## config.mk

```make
export PLATFORM = sky130hd
export DESIGN_NAME = fetch_unit
export DESIGN_NICKNAME = d
export VERILOG_FILES = /design/src/rtl/fetch_unit.sv
export SDC_FILE = /design/constraint.sdc
export NUM_CORES = 1
export LEC_CHECK = 0
export CAP_MARGIN = 20
export CORE_AREA = 2 2 83 85
export DETAILED_ROUTE_END_ITERATION = 7
export DIE_AREA = 0 0 85 87
export PLACE_DENSITY_LB_ADDON = 0.08
export SETUP_SLACK_MARGIN = 0.1
export SLEW_MARGIN = 10
export SYNTH_ARGS = -nofsm -noshare
export SYNTH_HDL_FRONTEND = slang
export SYNTH_SLANG_ARGS = --single-unit
```

## constraint.sdc

```tcl
create_clock -name clk -period 2.35 [get_ports clk]
set_input_delay 0.235 -clock clk [delete_from_list [all_inputs] [get_ports clk]]
set_output_delay 0.235 -clock clk [all_outputs]
set_load 0.03 [all_outputs]
```

## src/rtl/fetch_unit.sv

```systemverilog
// Fetch stage: PC, memory read address, 2-entry instruction buffer, redirect and sticky halt.
// Optional FETCH_STATS_EN adds fetch_count / redirect_count statistics outputs.
module fetch_unit #(
    parameter int                ADDR_W   = 10,
    parameter int                DATA_W   = 16,
    parameter logic [ADDR_W-1:0] RESET_PC = '0
) (
    input  logic              clk,
    input  logic              rst,
    output logic [ADDR_W-1:0] mem_addr,
    input  logic [DATA_W-1:0] mem_data,
    output logic [DATA_W-1:0] ir,
    output logic [ADDR_W-1:0] ir_pc,
    output logic              ir_valid,
    input  logic              ir_ready,
    input  logic              redirect,
    input  logic [ADDR_W-1:0] redirect_pc,
    input  logic              halt_req,
    output logic              halted
`ifdef FETCH_STATS_EN
    ,
    output logic [15:0]       fetch_count,
    output logic [7:0]        redirect_count
`endif
);

    typedef enum logic {
        RUN  = 1'b0,
        HALT = 1'b1
    } state_t;

    state_t            state;
    state_t            state_nxt;
    logic [ADDR_W-1:0] pc;
    logic [ADDR_W-1:0] pc_nxt;
    logic [1:0]        count;
    logic [1:0]        count_nxt;
    logic [DATA_W-1:0] d0;
    logic [DATA_W-1:0] d1;
    logic [DATA_W-1:0] d0_nxt;
    logic [DATA_W-1:0] d1_nxt;
    logic [ADDR_W-1:0] a0;
    logic [ADDR_W-1:0] a1;
    logic [ADDR_W-1:0] a0_nxt;
    logic [ADDR_W-1:0] a1_nxt;
    logic              pop;
    logic              push;

    assign mem_addr = pc;
    assign ir       = d0;
    assign ir_pc    = a0;
    assign ir_valid = (count != 2'd0);
    assign halted   = (state == HALT);

    assign pop  = ir_valid & ir_ready;
    // The cycle that enters HALT must not fetch, so halt_req blocks the push.
    assign push = (state == RUN) & ~redirect & ~halt_req
                & ((count != 2'd2) | pop);

    always_ff @(posedge clk or posedge rst) begin
        if (rst) begin
            state <= RUN;
        end else begin
            state <= state_nxt;
        end
    end

    always_comb begin
        state_nxt = state;
        unique case (state)
            RUN: begin
                if (redirect) begin
                    state_nxt = RUN;
                end else if (halt_req) begin
                    state_nxt = HALT;
                end
            end
            HALT: begin
                if (redirect) begin
                    state_nxt = RUN;
                end
            end
            default: state_nxt = RUN;
        endcase
    end

    always_comb begin
        pc_nxt = pc;
        if (redirect) begin
            pc_nxt = redirect_pc;
        end else if (push) begin
            pc_nxt = pc + ADDR_W'(1);
        end
    end

    // Entry 0 is always the head; entry 1 shifts down on pop.
    always_comb begin
        count_nxt = count;
        d0_nxt    = d0;
        d1_nxt    = d1;
        a0_nxt    = a0;
        a1_nxt    = a1;
        if (redirect) begin
            count_nxt = 2'd0;
        end else begin
            unique case ({push, pop})
                2'b10: begin
                    if (count == 2'd0) begin
                        d0_nxt = mem_data;
                        a0_nxt = pc;
                    end else begin
                        d1_nxt = mem_data;
                        a1_nxt = pc;
                    end
                    count_nxt = count + 2'd1;
                end
                2'b01: begin
                    d0_nxt    = d1;
                    a0_nxt    = a1;
                    count_nxt = count - 2'd1;
                end
                2'b11: begin
                    if (count == 2'd1) begin
                        d0_nxt = mem_data;
                        a0_nxt = pc;
                    end else begin
                        d0_nxt = d1;
                        a0_nxt = a1;
                        d1_nxt = mem_data;
                        a1_nxt = pc;
                    end
                end
                default: begin
                    count_nxt = count;
                end
            endcase
        end
    end

    always_ff @(posedge clk or posedge rst) begin
        if (rst) begin
            pc    <= RESET_PC;
            count <= 2'd0;
            d0    <= '0;
            d1    <= '0;
            a0    <= '0;
            a1    <= '0;
        end else begin
            pc    <= pc_nxt;
            count <= count_nxt;
            d0    <= d0_nxt;
            d1    <= d1_nxt;
            a0    <= a0_nxt;
            a1    <= a1_nxt;
        end
    end

`ifdef FETCH_STATS_EN
    always_ff @(posedge clk or posedge rst) begin
        if (rst) begin
            fetch_count    <= 16'd0;
            redirect_count <= 8'd0;
        end else begin
            if (push && (fetch_count != 16'hFFFF)) begin
                fetch_count <= fetch_count + 16'd1;
            end
            if (redirect && (redirect_count != 8'hFF)) begin
                redirect_count <= redirect_count + 8'd1;
            end
        end
    end
`endif

endmodule

```

==> impl_results.md <==
* CTS buffer count at 9
* CP Max Fanout at 26
* Hold-fix buffers, CTS at 0
* TritonCTS Sinks at 65
* Post-Syn Nets at 276
* Worst Tran Pin Value at just under 800 ps
* Status: finished clean
* CTS resizes at 1
* CP peak stage delay at 500 ps
* Detailed placer's ending HPWL at roughly 4500 um
* Post-route minimum period at around 2100 ps
* Asr flop ratio synth at 1.00
* CP Data Required Time at approximately 2600 ps
* Clk_lat worst skew at between 300 and 400 ps
* Residual DRC count at 0
* Reg2reg start: count[0]
* Non-Filler Instances at around 400
* Final WL at 6820 um
* Maximum VDD drop at approximately 0.00061 V
* Synthesized area per cell at roughly 13 um^2
* Slew HR at 0.484
* Total number of vias at between 2k and 2.5k
* Avg WL per Cell at approximately 17 um
* Initial antenna violation count at 0
* Postcts setup bufs at 0
* Final period util at 0.905
* Fin. max-slew vios at 0
* # IOs at 69
* Tot Pwr at about 5.1 mW
* Worst Hold Class: primary input to asynchronous set/reset pin
* Area Growth Syn to Fin at 32.8%
* Clock Skew at around 8.7 ps
* Max Clock Freq at roughly 470 MHz
* Post-synthesis cell count at roughly 240
* Final nets at ~350
* Post-synth EDFFs at 0
* TritonCTS clock tree: done
* Area occupied by multi-input gates at 0.00137 mm^2
* LEAKAGE at 1.75 nW
* Drt first pass iters at 4
* N_diodes at 0
* TNS Setup at 0 ps
* Arrival time worst endpoint at about 2400 ps
* Crit path kind: flop to flop
* Power Density at between 1000 and 1500 mW/mm^2
* Worst setup SP type: flop
* CTS max path bufs at 2
* Total GRT Usage at 0.197
* Clk slew on worst S/H paths at ~80 ps
* Maxcap violations at 0
* Vias in the first global route at approximately 2.2k
* Vias per inst at between 5 and 6
* WP buf/inv at 1
* Post-synthesis register bit count at 65
* Largest net degree at the start of global routing at 37
* Setup violators final at 0
* Core Box Area at approximately 0.0066 mm^2
* Crit. End Element: flop
* Seq. cell area at 0.00163 mm^2
* Fraction of layout cells with a size suffix above 1 at 0.300
* Post-placement cell count at between 300 and 400
* Full die area at between 0.007 and 0.008 mm^2
* Unique cell type count in the Yosys netlist at between 40 and 50
* Total gr overflow at 0
* ANT nets after route at 0
* DR iter-0 viols at between 100 and 150
* Die extent in y at approximately 87 um
* Maximum level of the CTS H-tree at 3
* Filler cells at roughly 520
* Worst-path cell chain: inv_1 -> ha_1 -> nand2b_1 -> a211o_4 -> or2_2 -> o221a_2
* Fin. Hold Viols at 0
* Crit. Startpoint: count[0]
* First-pass GRT wire length at about 11000 um
* Main flop type after synthesis: dfrtp_1
* Routability cong. at 0.823
* Seq/Total Area, Yosys at 0.520
* Die Wd at approximately 85 um
* Netlist Area Pre-Place at about 0.0031 mm^2
* RSZ-0062 raised after global routing: false
* Initial core utilization at 0.477
* Ys Warns at 0
* Port Buffer Count at between 60 and 70
* Std-Cell Rows at 30
* Top delay family on crit path: simple AND/OR/NAND/NOR gates
* Max stage delay cell, worst path: a211o_4
* Root Buffer: clkbuf_8
==> metal layers <==
| metal | global-route usage | part of all wire | vias to the layer above |
|---|---|---|---|
| met5 | 0 | 0 | - |
| met3 | 0.0427 | 0.048 | 5 |
| met4 | 0.0823 | 0.0085 | 0 |
| met2 | 0.314 | 0.47 | 51 |
| met1 | 0.261 | 0.47 | 1071 |
| li1 | - | - | 1037 |
==> cells in the final DEF (no fill, tap or decap), types with 3 or more instances in the layout <==
cell,count
clkdlybuf4s50_1,68
dfrtp_1,65
o221a_2,26
mux2_4,20
or2_0,20
nand2_1,13
buf_4,12
clkbuf_8,10
o21ai_0,7
mux2_2,7
nor2_1,6
or2_2,6
inv_1,4
nor3_1,4
xor2_1,4
xnor2_1,4
ha_1,4
a21oi_1,3
nand2b_1,3
a211oi_1,3
==> synthesized netlist by cell type (all sizes together) (2+ instances only) <==
| library cell | n | share of area |
|---|---|---|
| a211oi | 3 | 0.0072 |
| xor2 | 4 | 0.011 |
| inv | 5 | 0.0060 |
| mux2 | 27 | 0.12 |
| xnor2 | 4 | 0.011 |
| o211ai | 2 | 0.0048 |
| o221a | 26 | 0.094 |
| o2111ai | 3 | 0.014 |
| a21oi | 3 | 0.0048 |
| or2 | 27 | 0.055 |
| nand2b | 3 | 0.0060 |
| nor3 | 4 | 0.0064 |
| o21ai | 9 | 0.014 |
| buf | 11 | 0.031 |
| nand2 | 13 | 0.016 |
| ha | 4 | 0.016 |
| clkbuf | 5 | 0.0068 |
| nand3 | 2 | 0.0032 |
| nor2 | 8 | 0.013 |
| dfrtp | 65 | 0.52 |
==> cell families after synthesis <==
logic type               count (synthesis)  share of synthesized area
flip-flops                              65                      0.520
AND/OR/NAND/NOR                         63                      0.114
AO/OA/AOI/OAI                           52                      0.160
multiplexers                            28                      0.124
buffers and inverters                   21                     0.0436
XOR/XNOR                                 8                     0.0224
adder cells (fa/ha/maj)                  4                     0.0160
==> sequential cells by signal, summed over array words and instances (netlist names) <==
register  flops
mem_addr     10
d1           16
a1           10
ir_pc        10
ir           16
count         2
halted        1
==> final timing paths <==
kind / to / slack (ps) / depth (start not counted)
worst max-delay path: ir_pc[8] / 220 / 6
worst min-delay path: ir[8] / 350 / 2
min in group clk: mem_addr[0] / 450 / 3
worst max register to register: ir_pc[8] / 220 / 6
worst min register to register: d1[3] / 500 / 1
max in group asynchronous: count[0] / 1370 / 3
==> area by class of cell <==
cell class,instances,share of cell area
inverter,5,0.00452
multi-input combinational,155,0.330
clock buffer,10,0.0331
timing repair buffer,82,0.195
tap,80,0.0241
sequential,65,0.391
clock inverter,6,0.0217
==> metrics by stage <==
stage | setup slack [ps] | hold slack [ps] | util | cell area [um^2]
finish | 224 | 352 | 0.633 | 4160
floorplan | 461 | 356 | - | 3130
global placement | 104 | 479 | 0.597 | 3920
detailed placement | 64.2 | 489 | 0.597 | 3920
CTS | 210 | 366 | 0.633 | 4160
global route | 116 | 394 | 0.633 | 4160
==> report_power, final <==
| part | switching, mW | leakage [nW] | total (mW) | internal [mW] |
|---|---|---|---|---|
| clock network | 0.460 | 0.113 | 1.09 | 0.630 |
| registers | 0.278 | 0.773 | 1.87 | 1.60 |
| logic | 0.983 | 0.861 | 2.10 | 1.12 |
(Power assumes the default switching activity.)
==> edit (same settings) <==
Change the parameter `ADDR_W` from 10 to 11.
--- a/src/rtl/fetch_unit.sv
+++ b/src/rtl/fetch_unit.sv
@@ -2,5 +2,5 @@
 // Optional FETCH_STATS_EN adds fetch_count / redirect_count statistics outputs.
 module fetch_unit #(
-    parameter int                ADDR_W   = 10,
+    parameter int                ADDR_W   = 11,
     parameter int                DATA_W   = 16,
     parameter logic [ADDR_W-1:0] RESET_PC = '0
Ports: changed (resized ir_pc, mem_addr and redirect_pc); port bits go from 69 to 72. No check against the original RTL was run, so the function may have changed too.
==> edit against the original RTL <==
Combinational power increased by 2%; worst setup slack improved by 0.041 ns; sequential cell count increased by 3; wire length decreased by 0.41%; power increased by 1.6%; synthesized cell count increased by 2.9%; global-route usage decreased by 0.67 points; area after synthesis increased by 1.8%; design area increased by 2.3%.
==> edit: results (changes against the original RTL) <==
CP max-delay cell=or4_4 (was a211o_4); share of layout cells above drive strength 1=35.65% (was 30.03%); Total Routing Usage GR=19.00% (was 19.68%); mux cell area share after synthesis=12.68% (was 12.43%); worst-path fanout max=28 (was 26); final cell count without fillers=411 (was 403); met3 routed WL=272 µm (was 326 µm); Synth Area in Compound Gates=15.67% (was 15.99%); WP data arrival=2.30 ns (was 2.35 ns); Synth-to-Final Area Change=33.45% (was 32.77%); outcome=finished, final reports clean (unchanged); Multi-In Gates=158 (was 155); post-DP HPWL=4.423 mm (was 4.493 mm); fraction of area in multi-input gates=32.51% (was 33.02%); Post-Synth Adder-Cell Area=1.570% (was 1.599%); drt wl/cell=16.52 µm (was 16.92 µm); Max VDD drop=795.4 µV (was 613.7 µV); Final nets=362 (was 353); syn_nets=284 (was 276); largest net degree at the start of global routing=51 (was 37); Initial DRC Count=91 (was 101); placed inst area=4030 µm² (was 3924 µm²); GRT met1 Usage=27.00% (was 26.14%); Detail Route met2 WL=3.164 mm (was 3.221 mm); count of clock buffers in the final design=12 (was 10); number of port buffers=71 (was 68); final clock skew=0.007992 ns (was 0.008709 ns); cell family with most CP delay=multiplexers (was simple AND/OR/NAND/NOR gates); Clock buf/inv share=5.178% (was 5.479%); vias in the first global route=2181 (was 2239); Non-clock buffers=83 (was 82); Non-clock buffer share=19.42% (was 19.51%); global-route wire length before repair=10.91 mm (was 11.24 mm); met2 global-route usage=28.41% (was 31.39%); Inverters=6 (was 5)
[edit: cell types whose count changed in the layout (fill, tap and decap cells not counted), moves of 3 or more]
cell,unedited run,this run
or2_2,6,28
or2_0,20,0
mux2_2,7,11
o21ai_0,7,11
xnor2_1,4,8
a2111oi_1,0,3
clkdlybuf4s50_1,68,71
dfrtp_1,65,68
[edit: cells by family (layout without fill, tap and decap cells)]
group | Yosys count | after routing
buffers and inverters | 22 | 105
AND/OR/NAND/NOR | 60 | 60
AO/OA/AOI/OAI | 54 | 54
adder cells (fa/ha/maj) | 4 | 4
multiplexers | 30 | 30
XOR/XNOR | 10 | 10
flip-flops | 68 | 68
[edit: what timing repair did]
action	CTS	global route
setup endpoints to repair	0	2
gates resized for setup	0	2
buffers inserted	0	0
[edit: path summary, 6_finish.rpt]
kind / from / end / slack (ns) / cells past startpoint
worst max-delay path: count[1]$_DFFE_PP0P_ / d1[12]$_DFFE_PP0P_ / 0.27 / 6
worst min-delay path: rst / ir[2]$_DFFE_PP0P_ / 0.21 / 2
worst max register to register: count[1]$_DFFE_PP0P_ / d1[12]$_DFFE_PP0P_ / 0.27 / 6
worst min register to register: a1[4]$_DFFE_PP0P_ / a1[4]$_DFFE_PP0P_ / 0.47 / 2
max in group asynchronous: rst / halted$_DFF_PP0_ / 1.55 / 3
min in group clk: redirect_pc[3] / mem_addr[3]$_DFFE_PP0P_ / 0.46 / 3
[edit: power breakdown]
| group | internal [mW] | switching, mW | leakage (nW) |
|---|---|---|---|
| sequential | 1.67 | 0.296 | 0.807 |
| clock | 0.583 | 0.457 | 0.109 |
| combinational | 1.15 | 0.995 | 0.855 |
| total | 3.40 | 1.75 | 1.77 |
